$ cat config.mk
export PLATFORM = sky130hd
export DESIGN_NAME = hb_task_queue_subsystem
export DESIGN_NICKNAME = d
export VERILOG_FILES = /design/src/rtl/hb_task_queue_subsystem.sv
export SDC_FILE = /design/constraint.sdc
export NUM_CORES = 1
export LEC_CHECK = 0
export ABC_AREA = 0
export CORE_MARGIN = 5
export CORE_UTILIZATION = 55
export CTS_BUF_LIST = sky130_fd_sc_hd__clkbuf_4 sky130_fd_sc_hd__clkbuf_8
export CTS_CLUSTER_DIAMETER = 60
export CTS_CLUSTER_SIZE = 8
export DETAILED_ROUTE_END_ITERATION = 10
export PLACE_DENSITY = 0.74
export SLEW_MARGIN = 30
export SYNTH_ARGS = -nofsm -noshare
export SYNTH_HDL_FRONTEND = slang
export SYNTH_SLANG_ARGS = --single-unit
$ cat constraint.sdc
create_clock -name clk -period 4.58 [get_ports clk]
set_input_delay 0.916 -clock clk [delete_from_list [all_inputs] [get_ports clk]]
set_output_delay 0.916 -clock clk [all_outputs]
set_load 0.05 [all_outputs]
$ cat src/rtl/hb_task_queue_subsystem.sv
`default_nettype none
// ============================================================================
//  Module      : hb_task_queue_subsystem
//  Description : Task-dispatch front end. A circular task FIFO that the host
//                pushes and pops directly, plus two observers that snoop the
//                FIFO head without popping it:
//                  - a one-stage distributor register (consumer always ready)
//                  - a 4-bank round-robin arbiter keyed on head bits [1:0]
//  Ports       : clk, reset          - clock, synchronous active-high reset
//                push_req, data_in   - enqueue request and task word
//                pop_req             - dequeue request
//                full, valid_out     - FIFO status
//                data_out            - FIFO head (show-ahead)
//                dist_out_valid/data - distributor register outputs
//                arb_grant_out       - bank granted in the latest arbitration
//                arb_served_bank     - bank granted one arbitration earlier
//  Revision    : 1.0 - initial release
// ============================================================================
module hb_task_queue_subsystem #(
    parameter int DEPTH  = 16,
    parameter int DATA_W = 32
) (
    input  logic              clk,
    input  logic              reset,
    input  logic              push_req,
    input  logic [DATA_W-1:0] data_in,
    input  logic              pop_req,
    output logic              full,
    output logic              valid_out,
    output logic [DATA_W-1:0] data_out,
    output logic              dist_out_valid,
    output logic [DATA_W-1:0] dist_out_data,
    output logic [1:0]        arb_grant_out,
    output logic [1:0]        arb_served_bank
);

    localparam int             AW           = $clog2(DEPTH);
    localparam logic [AW:0]    C_FULL_COUNT = (AW+1)'(DEPTH);
    localparam logic [AW-1:0]  C_PTR_ONE    = AW'(1);
    localparam logic [AW:0]    C_CNT_ONE    = (AW+1)'(1);

    // ------------------------------------------------------------------
    // Queue core
    // ------------------------------------------------------------------
    logic [DATA_W-1:0] r_mem [DEPTH];
    logic [AW-1:0]     r_rd_ptr;
    logic [AW-1:0]     r_wr_ptr;
    logic [AW:0]       r_count;
    logic              w_push_ok;
    logic              w_pop_ok;

    assign full      = (r_count == C_FULL_COUNT);
    assign valid_out = (r_count != '0);
    assign data_out  = r_mem[r_rd_ptr];

    // Status comes from the pre-update count, so a push into a full queue is
    // dropped even when a pop frees a slot in the same cycle.
    assign w_push_ok = push_req && !full;
    assign w_pop_ok  = pop_req  && valid_out;

    // Storage is intentionally not reset.
    always_ff @(posedge clk) begin
        if (w_push_ok) begin
            r_mem[r_wr_ptr] <= data_in;
        end
    end

    always_ff @(posedge clk) begin
        if (reset) begin
            r_rd_ptr <= '0;
            r_wr_ptr <= '0;
            r_count  <= '0;
        end else begin
            if (w_push_ok) begin
                r_wr_ptr <= r_wr_ptr + C_PTR_ONE;
            end
            if (w_pop_ok) begin
                r_rd_ptr <= r_rd_ptr + C_PTR_ONE;
            end
            case ({w_push_ok, w_pop_ok})
                2'b10:   r_count <= r_count + C_CNT_ONE;
                2'b01:   r_count <= r_count - C_CNT_ONE;
                default: r_count <= r_count;
            endcase
        end
    end

    // ------------------------------------------------------------------
    // Distributor: single register stage fed by the FIFO head
    // ------------------------------------------------------------------
    logic              w_consumer_ready;
    logic              r_dist_valid;
    logic [DATA_W-1:0] r_dist_data;

    assign w_consumer_ready = 1'b1;

    always_ff @(posedge clk) begin
        if (reset) begin
            r_dist_valid <= 1'b0;
            r_dist_data  <= '0;
        end else if (!r_dist_valid || w_consumer_ready) begin
            r_dist_valid <= valid_out;
            r_dist_data  <= data_out;
        end
    end

    assign dist_out_valid = r_dist_valid;
    assign dist_out_data  = r_dist_data;

    // ------------------------------------------------------------------
    // Round-robin arbiter over 4 banks
    // ------------------------------------------------------------------
    logic [3:0] r_pending;
    logic [1:0] r_grant;
    logic [1:0] r_served;
    logic [1:0] r_last_grant;
    logic [3:0] w_head_req;
    logic [3:0] w_req_mask;
    logic [1:0] w_start;
    logic [7:0] w_mask_dbl;
    logic [3:0] w_rot;
    logic [1:0] w_ofs;
    logic [1:0] w_sel;

    assign w_head_req = valid_out ? (4'b0001 << data_out[1:0]) : 4'b0000;
    assign w_req_mask = r_pending | w_head_req;

    // Rotate the mask so the search start lands at bit 0, pick the lowest
    // set bit, then rotate the index back by adding the start offset.
    assign w_start    = r_last_grant + 2'd1;
    assign w_mask_dbl = {w_req_mask, w_req_mask} >> w_start;
    assign w_rot      = w_mask_dbl[3:0];

    always_comb begin
        w_ofs = 2'd3;
        if (w_rot[0]) begin
            w_ofs = 2'd0;
        end else if (w_rot[1]) begin
            w_ofs = 2'd1;
        end else if (w_rot[2]) begin
            w_ofs = 2'd2;
        end
    end

    assign w_sel = w_start + w_ofs;

    always_ff @(posedge clk) begin
        if (reset) begin
            r_pending    <= 4'b0000;
            r_grant      <= 2'd0;
            r_served     <= 2'd0;
            r_last_grant <= 2'd3;   // bank 0 is searched first after reset
        end else if (w_req_mask != 4'b0000) begin
            r_grant      <= w_sel;
            r_served     <= r_grant;
            r_last_grant <= w_sel;
            r_pending    <= w_req_mask & ~(4'b0001 << w_sel);
        end
    end

    assign arb_grant_out   = r_grant;
    assign arb_served_bank = r_served;

endmodule
`default_nettype wire

==> results.sh, run 1 <==
export IMPL_status="completed"
export IMPL_initial_utilization_pct=55.84
export IMPL_cp_max_fo=26
export IMPL_internal_power_uw=9776
export IMPL_mappedNetlistNets=1025
export IMPL_synth_seq_cells=572
export IMPL_layout_worst_path_cycle_share_pct=91.24
export IMPL_dominantRegCellSynth="edfxtp_1"
export IMPL_die_w_um=208.3
export IMPL_edff_count_synth=512
export IMPL_tightestPinTransition_ps=906.4
export IMPL_syn_inst=978
export IMPL_floorplan_core_area_sq_mm=0.03874
export IMPL_synthTopCellsByArea="edfxtp_1, mux4_2, dfxtp_1"
export IMPL_ir_drop_mv=0.3953
export IMPL_hpwl_dp_um=24820
export IMPL_critPathKind="flop to output port"
export IMPL_route_antenna_remaining_nets=0
export IMPL_finalWeightedCongestion=0.7761
export IMPL_ys_top_cells_by_count="edfxtp_1, mux4_2, dfxtp_1, nor2_1"
export IMPL_synth_distinct_cells=51
export IMPL_ios=107
export IMPL_globalRouteTotalUtil_pct=20.82
export IMPL_power_density_cell_area_mw_per_mm2=548.8
export IMPL_synth_seq_area_share_pct=76.63
export IMPL_insertion_delay_to_the_later_sink_of_the_worst_skew_pair_ps=630
export IMPL_grt_setup_unrepaired="false"
export IMPL_synthDominantCellAreaShare_pct=71.08
export IMPL_total_of_buffers_placed_on_input_and_output_ports=106
export IMPL_report_final_hold_viol_count=0
export IMPL_cts_max_path_buffers=3
export IMPL_finalHoldWorstSlack_ps=484.5
export IMPL_layout_area_seq_sq_mm=0.01659
export IMPL_netlist_top_cell_by_area="edfxtp_1"
export IMPL_layout_drive_gt1_share_pct=30.35
export IMPL_postPlaceCellArea_sq_mm=0.02370
export IMPL_slew_headroom_pct=39.58
export IMPL_synthArstFlopShare_pct=0
export IMPL_final_net_count=1197
export IMPL_grt_first_pass_wirelength_um=67550
export IMPL_max_freq_mhz=239.3
export IMPL_fillCellCount=2506
export IMPL_final_min_clock_period_ps=4179
export IMPL_arrival_ps=3260
export IMPL_post_synthesis_instance_area_sq_mm=0.02163
export IMPL_post_synth_cell_area_avg_sq_um=22.12
export IMPL_cts_htree_levels=3
export IMPL_netSwitchingPower_uw=4131
export IMPL_yosys_cell_count_top_type="edfxtp_1"
export IMPL_vias_in_the_first_global_route=10660
export IMPL_clk_transition_reported_paths_ps=60
export IMPL_vias=10250
export IMPL_cts_root_buf="clkbuf_8"
export IMPL_drtIter0Drc=928
export IMPL_grt_antenna_before_repair=2
export IMPL_setup_viol=0
export IMPL_wire_per_inst_um=25.67
export IMPL_critPathLaunchType="flop"
export IMPL_die_height_um=208.3
export IMPL_multi_input_comb_area_sq_mm=0.004891
export IMPL_cap_violations=0
export IMPL_cts_tree="built"
export IMPL_setup_tns_ps=0
export IMPL_cts_hold_repair_buffers=0
export IMPL_end_kind="output port"
export IMPL_drc=0
export IMPL_first_pass_iters=5
export IMPL_cts_setup_buffers=0
export IMPL_clkPwrFrac_pct=28.6
export IMPL_fp_row_count=72
export IMPL_worst_hold_path_type="flop to flop"
export IMPL_dieArea_sq_mm=0.04340
export IMPL_sequentialPowerShare_pct=43.8
export IMPL_final_global_route_overflow_total=0
export IMPL_switching_share_pct=29.70
export IMPL_final_util_pct=65.42
export IMPL_postLayoutCellArea_sq_mm=0.02534
export IMPL_layoutNonFillerInstCount=1736
export IMPL_yosys_warnings=0
export IMPL_postRouteWirelength_um=44560
export IMPL_slew_violations=0
export IMPL_power_frac_comb_pct=27.6
export IMPL_cts_bufs_inserted=81
export IMPL_cts_num_sinks=572
export IMPL_grt_max_degree=45
export IMPL_synthToLayoutAreaGrowth_pct=17.15
export IMPL_cts_resized_gates=0
export IMPL_detail_route_vias_per_cell=5.903
export IMPL_dp_cells=1585
export IMPL_static_leakage_power_uw=0.007988
export IMPL_worst_clock_skew_ps=32.61
export IMPL_critical_path_required_time_ps=3660
cell type report:
| type | count | area share (%) |
|---|---|---|
| sequential | 572 | 65.45 |
| timing repair buffer | 138 | 5.955 |
| tap | 518 | 2.558 |
| clock buffer | 143 | 6.285 |
| multi-input combinational | 342 | 19.30 |
| clock inverter | 6 | 0.1876 |
| inverter | 15 | 0.2419 |
| antenna | 2 | 0.01975 |
through the flow:
| step | worst slack [ps] | total power (uW) |
|---|---|---|
| 4_1_cts | 346.5 | 14040 |
| 2_1_floorplan | 450.4 | 9000 |
| 3_5_place_dp | 1019 | 10070 |
| 3_3_place_gp | 1038 | 10010 |
| 5_1_grt | 231.2 | 14570 |
| 6_report | 401.3 | 13910 |
flip-flops by register name, indices dropped and copies added (netlist names), named ones only:
name             count
arb_grant_out        2
arb_served_bank      2
dist_out_data       32
dist_out_valid       1
r_count              5
r_last_grant         2
r_mem              512
r_pending            4
r_rd_ptr             4
r_wr_ptr             4
final timing paths:
path | from | end | slack, ps | cells after the start
worst max-delay path | flop | data_out[11] | 400 | 4
worst min-delay path | arb_grant_out[0] | arb_grant_out[0] | 480 | 2
worst max register to register | flop | arb_grant_out[1] | 1030 | 12
worst min register to register | arb_grant_out[0] | arb_grant_out[0] | 480 | 2
power by group through the flow:
stage | Sequential, uW | Combinational [uW] | Clock (uW)
2_1_floorplan | 6410 | 2590 | 0
3_3_place_gp | 6180 | 3830 | 0
3_5_place_dp | 6190 | 3880 | 0
4_1_cts | 6080 | 3890 | 4070
5_1_grt | 6110 | 4120 | 4340
6_report | 6090 | 3840 | 3980
routing by layer:
metal | vias up | track usage [%] | share of wire (%)
li1 | 4409 | - | -
met1 | 5383 | 30.14 | 42
met2 | 407 | 33.28 | 50
met3 | 47 | 4.097 | 7.0
met4 | 2 | 5.572 | 1.4
met5 | - | 0 | 0.029
critical path, stage by stage, from the launching register on:
cell and delay, ps:
dfxtp_4 630, buf_4 350, mux4_2 340, mux4_2 560, clkdlybuf4s50_1 740
layout by cell type, fill, tap and decap left out, types with 9 or more instances in the layout:
cell type / n
a21oi_1: 12
buf_12: 17
buf_4: 15
clkbuf_4: 60
clkbuf_8: 83
clkdlybuf4s50_1: 105
dfxtp_1: 56
edfxtp_1: 512
ha_1: 10
inv_1: 13
mux2i_1: 14
mux4_2: 155
nand2_1: 9
nor2_1: 28
nor2_4: 12
nor2b_1: 30
kinds of logic (layout without fill, tap and decap cells):
logic type	count (synthesis)	count (layout)	synth area share [%]
mux	172	172	17.03
other cells	0	2	0
simple gates	103	103	2.383
xor+xnor	12	12	0.5206
compound gates	44	44	1.498
buf+inv	64	302	1.267
flops	572	572	76.63
fa+ha+maj	11	11	0.6710
Note: power is estimated with default switching activity, not from simulation.
==> run 2: changes to the inputs <==
--- a/config.mk
+++ b/config.mk
@@ -6,6 +6,7 @@
 export NUM_CORES = 1
 export LEC_CHECK = 0
 export ABC_AREA = 0
+export ABC_CLOCK_PERIOD_IN_PS = 4580
 export CORE_MARGIN = 5
 export CORE_UTILIZATION = 55
 export CTS_BUF_LIST = sky130_fd_sc_hd__clkbuf_4 sky130_fd_sc_hd__clkbuf_8
==> results of run 2 <==
No change in the layout: final DEF, timing and power equal those of run 1.
==> run 3: changes to the inputs <==
--- a/config.mk
+++ b/config.mk
@@ -10,7 +10,6 @@
 export CORE_MARGIN = 5
 export CORE_UTILIZATION = 55
 export CTS_BUF_LIST = sky130_fd_sc_hd__clkbuf_4 sky130_fd_sc_hd__clkbuf_8
-export CTS_CLUSTER_DIAMETER = 60
 export CTS_CLUSTER_SIZE = 8
 export DETAILED_ROUTE_END_ITERATION = 10
 export PLACE_DENSITY = 0.74
==> run 3 against run 2 <==
Net effect:
- register-to-register slack hardly changed
- via count up 0.48%
- utilization increased by 0.34 points
- die area unchanged
- global-route usage increased by 0.051 points
- critical path type unchanged
- hold slack improved by 0.58 ps
- fmax is 0.37% higher
- wire length rose by 0.40%
- setup slack better by 15 ps
==> results.sh, run 3 (synthesis gave the netlist of run 1 again) <==
export IMPL_route_antenna_remaining_nets=0
export IMPL_insertion_delay_to_the_later_sink_of_the_worst_skew_pair_ps=610
export IMPL_static_leakage_power_uw=0.008061
export IMPL_max_freq_mhz=240.2
export IMPL_worst_hold_path_type="flop to flop"
export IMPL_arrival_ps=3250
export IMPL_layout_worst_path_cycle_share_pct=90.90
export IMPL_drc=0
export IMPL_dieArea_sq_mm=0.04340
export IMPL_cts_htree_levels=3
export IMPL_number_of_cells_on_the_worst_hold_path=2
export IMPL_ir_drop_mv=0.3955
export IMPL_cts_num_sinks=572
export IMPL_timing_critical_path_mode_cell="mux4_2"
export IMPL_max_flop_register="r_mem"
export IMPL_tightestPinTransition_ps=892.1
export IMPL_drtIter0Drc=907
export IMPL_ff2ff_path_depth=13
export IMPL_cts_root_buf="clkbuf_8"
export IMPL_power_density_cell_area_mw_per_mm2=553.7
export IMPL_cp_max_fo=41
export IMPL_final_global_route_overflow_total=0
export IMPL_detail_route_vias_per_cell=5.897
export IMPL_fp_row_count=72
export IMPL_end_kind="output port"
export IMPL_slew_violations=0
export IMPL_finalWeightedCongestion=0.7761
export IMPL_cpPeakStageDelay_ps=730
export IMPL_final_net_count=1205
export IMPL_cts_tree="built"
export IMPL_worst_clock_skew_ps=18.99
export IMPL_cts_resized_gates=0
export IMPL_wire_per_inst_um=25.63
export IMPL_status="completed"
export IMPL_critical_path_required_time_ps=3660
export IMPL_largest_register_ff_count=512
export IMPL_layout_drive_gt1_share_pct=30.56
export IMPL_first_pass_iters=5
export IMPL_cts_max_path_buffers=3
export IMPL_cts_hold_repair_buffers=0
export IMPL_layout_setup_ws_ps=416.7
export IMPL_vias=10300
export IMPL_globalRouteTotalUtil_pct=20.87
export IMPL_cts_setup_buffers=0
export IMPL_final_min_clock_period_ps=4163
export IMPL_leading_cell_types_in_the_layout_fill_and_taps_excluded="edfxtp_1, mux4_2, clkdlybuf4s50_1"
export IMPL_setup_tns_ps=0
export IMPL_cts_bufs_inserted=89
export IMPL_slew_headroom_pct=40.53
export IMPL_r2r_setup_slack_ps=1030
export IMPL_die_height_um=208.3
export IMPL_hpwl_dp_um=24820
export IMPL_initial_utilization_pct=55.84
export IMPL_critPathKind="flop to output port"
export IMPL_critical_path_cell_chain="buf_12, mux4_2, mux4_2, clkdlybuf4s50_1"
export IMPL_ios=107
export IMPL_grt_max_degree=45
export IMPL_place_ws_ps=1019
export IMPL_critical_path_slowest_cell="clkdlybuf4s50_1"
export IMPL_report_final_hold_viol_count=0
export IMPL_grt_setup_unrepaired="false"
export IMPL_floorplan_core_area_sq_mm=0.03874
export IMPL_total_of_buffers_placed_on_input_and_output_ports=106
export IMPL_grt_first_pass_wirelength_um=67610
export IMPL_grt_antenna_before_repair=1
export IMPL_synthToLayoutAreaGrowth_pct=17.76
export IMPL_cap_violations=0
export IMPL_postRouteWirelength_um=44740
export IMPL_critPathLaunchType="flop"
export IMPL_die_w_um=208.3
export IMPL_setup_viol=0
export IMPL_clk_transition_reported_paths_ps=60
export IMPL_mostFrequentLayoutCell="edfxtp_1"
export IMPL_vias_in_the_first_global_route=10680
==> run 3: changes by cell type in the layout (fill, tap and decap cells not counted), sizes merged <==
cell      change
clkinv       +10
clkbuf        +5
inv           -3
clkinvlp      -1
diode         -1
==> run 3: layout make-up <==
type	instances	area [sq um]
Antenna cell	1	2.502
Clock buffer	148	1718
Clock inverter	12	57.56
Fill cell	2467	13260
Inverter	15	61.31
Multi-Input combinational cell	342	4891
Sequential cell	572	16590
Tap cell	518	648.1
Timing Repair Buffer	138	1509
==> run 3: path summary, 6_finish.rpt <==
kind | start | to
setup / recovery | flop | data_out[23]
hold / removal | arb_grant_out[0] | arb_grant_out[0]
setup reg to reg | flop | arb_grant_out[1]
hold reg to reg | arb_grant_out[0] | arb_grant_out[0]
==> run 3: metal layers <==
layer	up-vias	GRT usage (%)	wire (um)
met5	-	0	13
met4	2	5.210	507
met3	38	4.353	3024
met2	414	33.50	22560
met1	5409	30.09	18640
li1	4434	-	-
==> run 3: per-stage QoR <==
stage,hold WS (ps),cells,instance area [sq um],util (%),total power [uW]
6_report,485.1,1746,25470,65.76,14100
5_1_grt,524.6,1745,25470,65.75,14770
4_1_cts,485.5,1745,25470,65.75,14240
3_5_place_dp,474.6,1585,23700,61.17,10070
3_3_place_gp,471.5,1585,23700,61.17,10010
2_1_floorplan,484.7,978,21630,-,9000
==> run 3: critical path: cells and delay by family (launching register included) <==
kind     cells  cell delay, ps
flops        1             640
buf+inv      2            1040
mux          2             910
==> run 3: power breakdown <==
| part | total [uW] | switching [uW] | internal [uW] | leakage (uW) |
|---|---|---|---|---|
| registers | 6090 | 140 | 5950 | 0.00512 |
| clock network | 4170 | 1820 | 2350 | 0.000968 |
| logic | 3850 | 2190 | 1650 | 0.00197 |
| total | 14100 | 4150 | 9950 | 0.00806 |
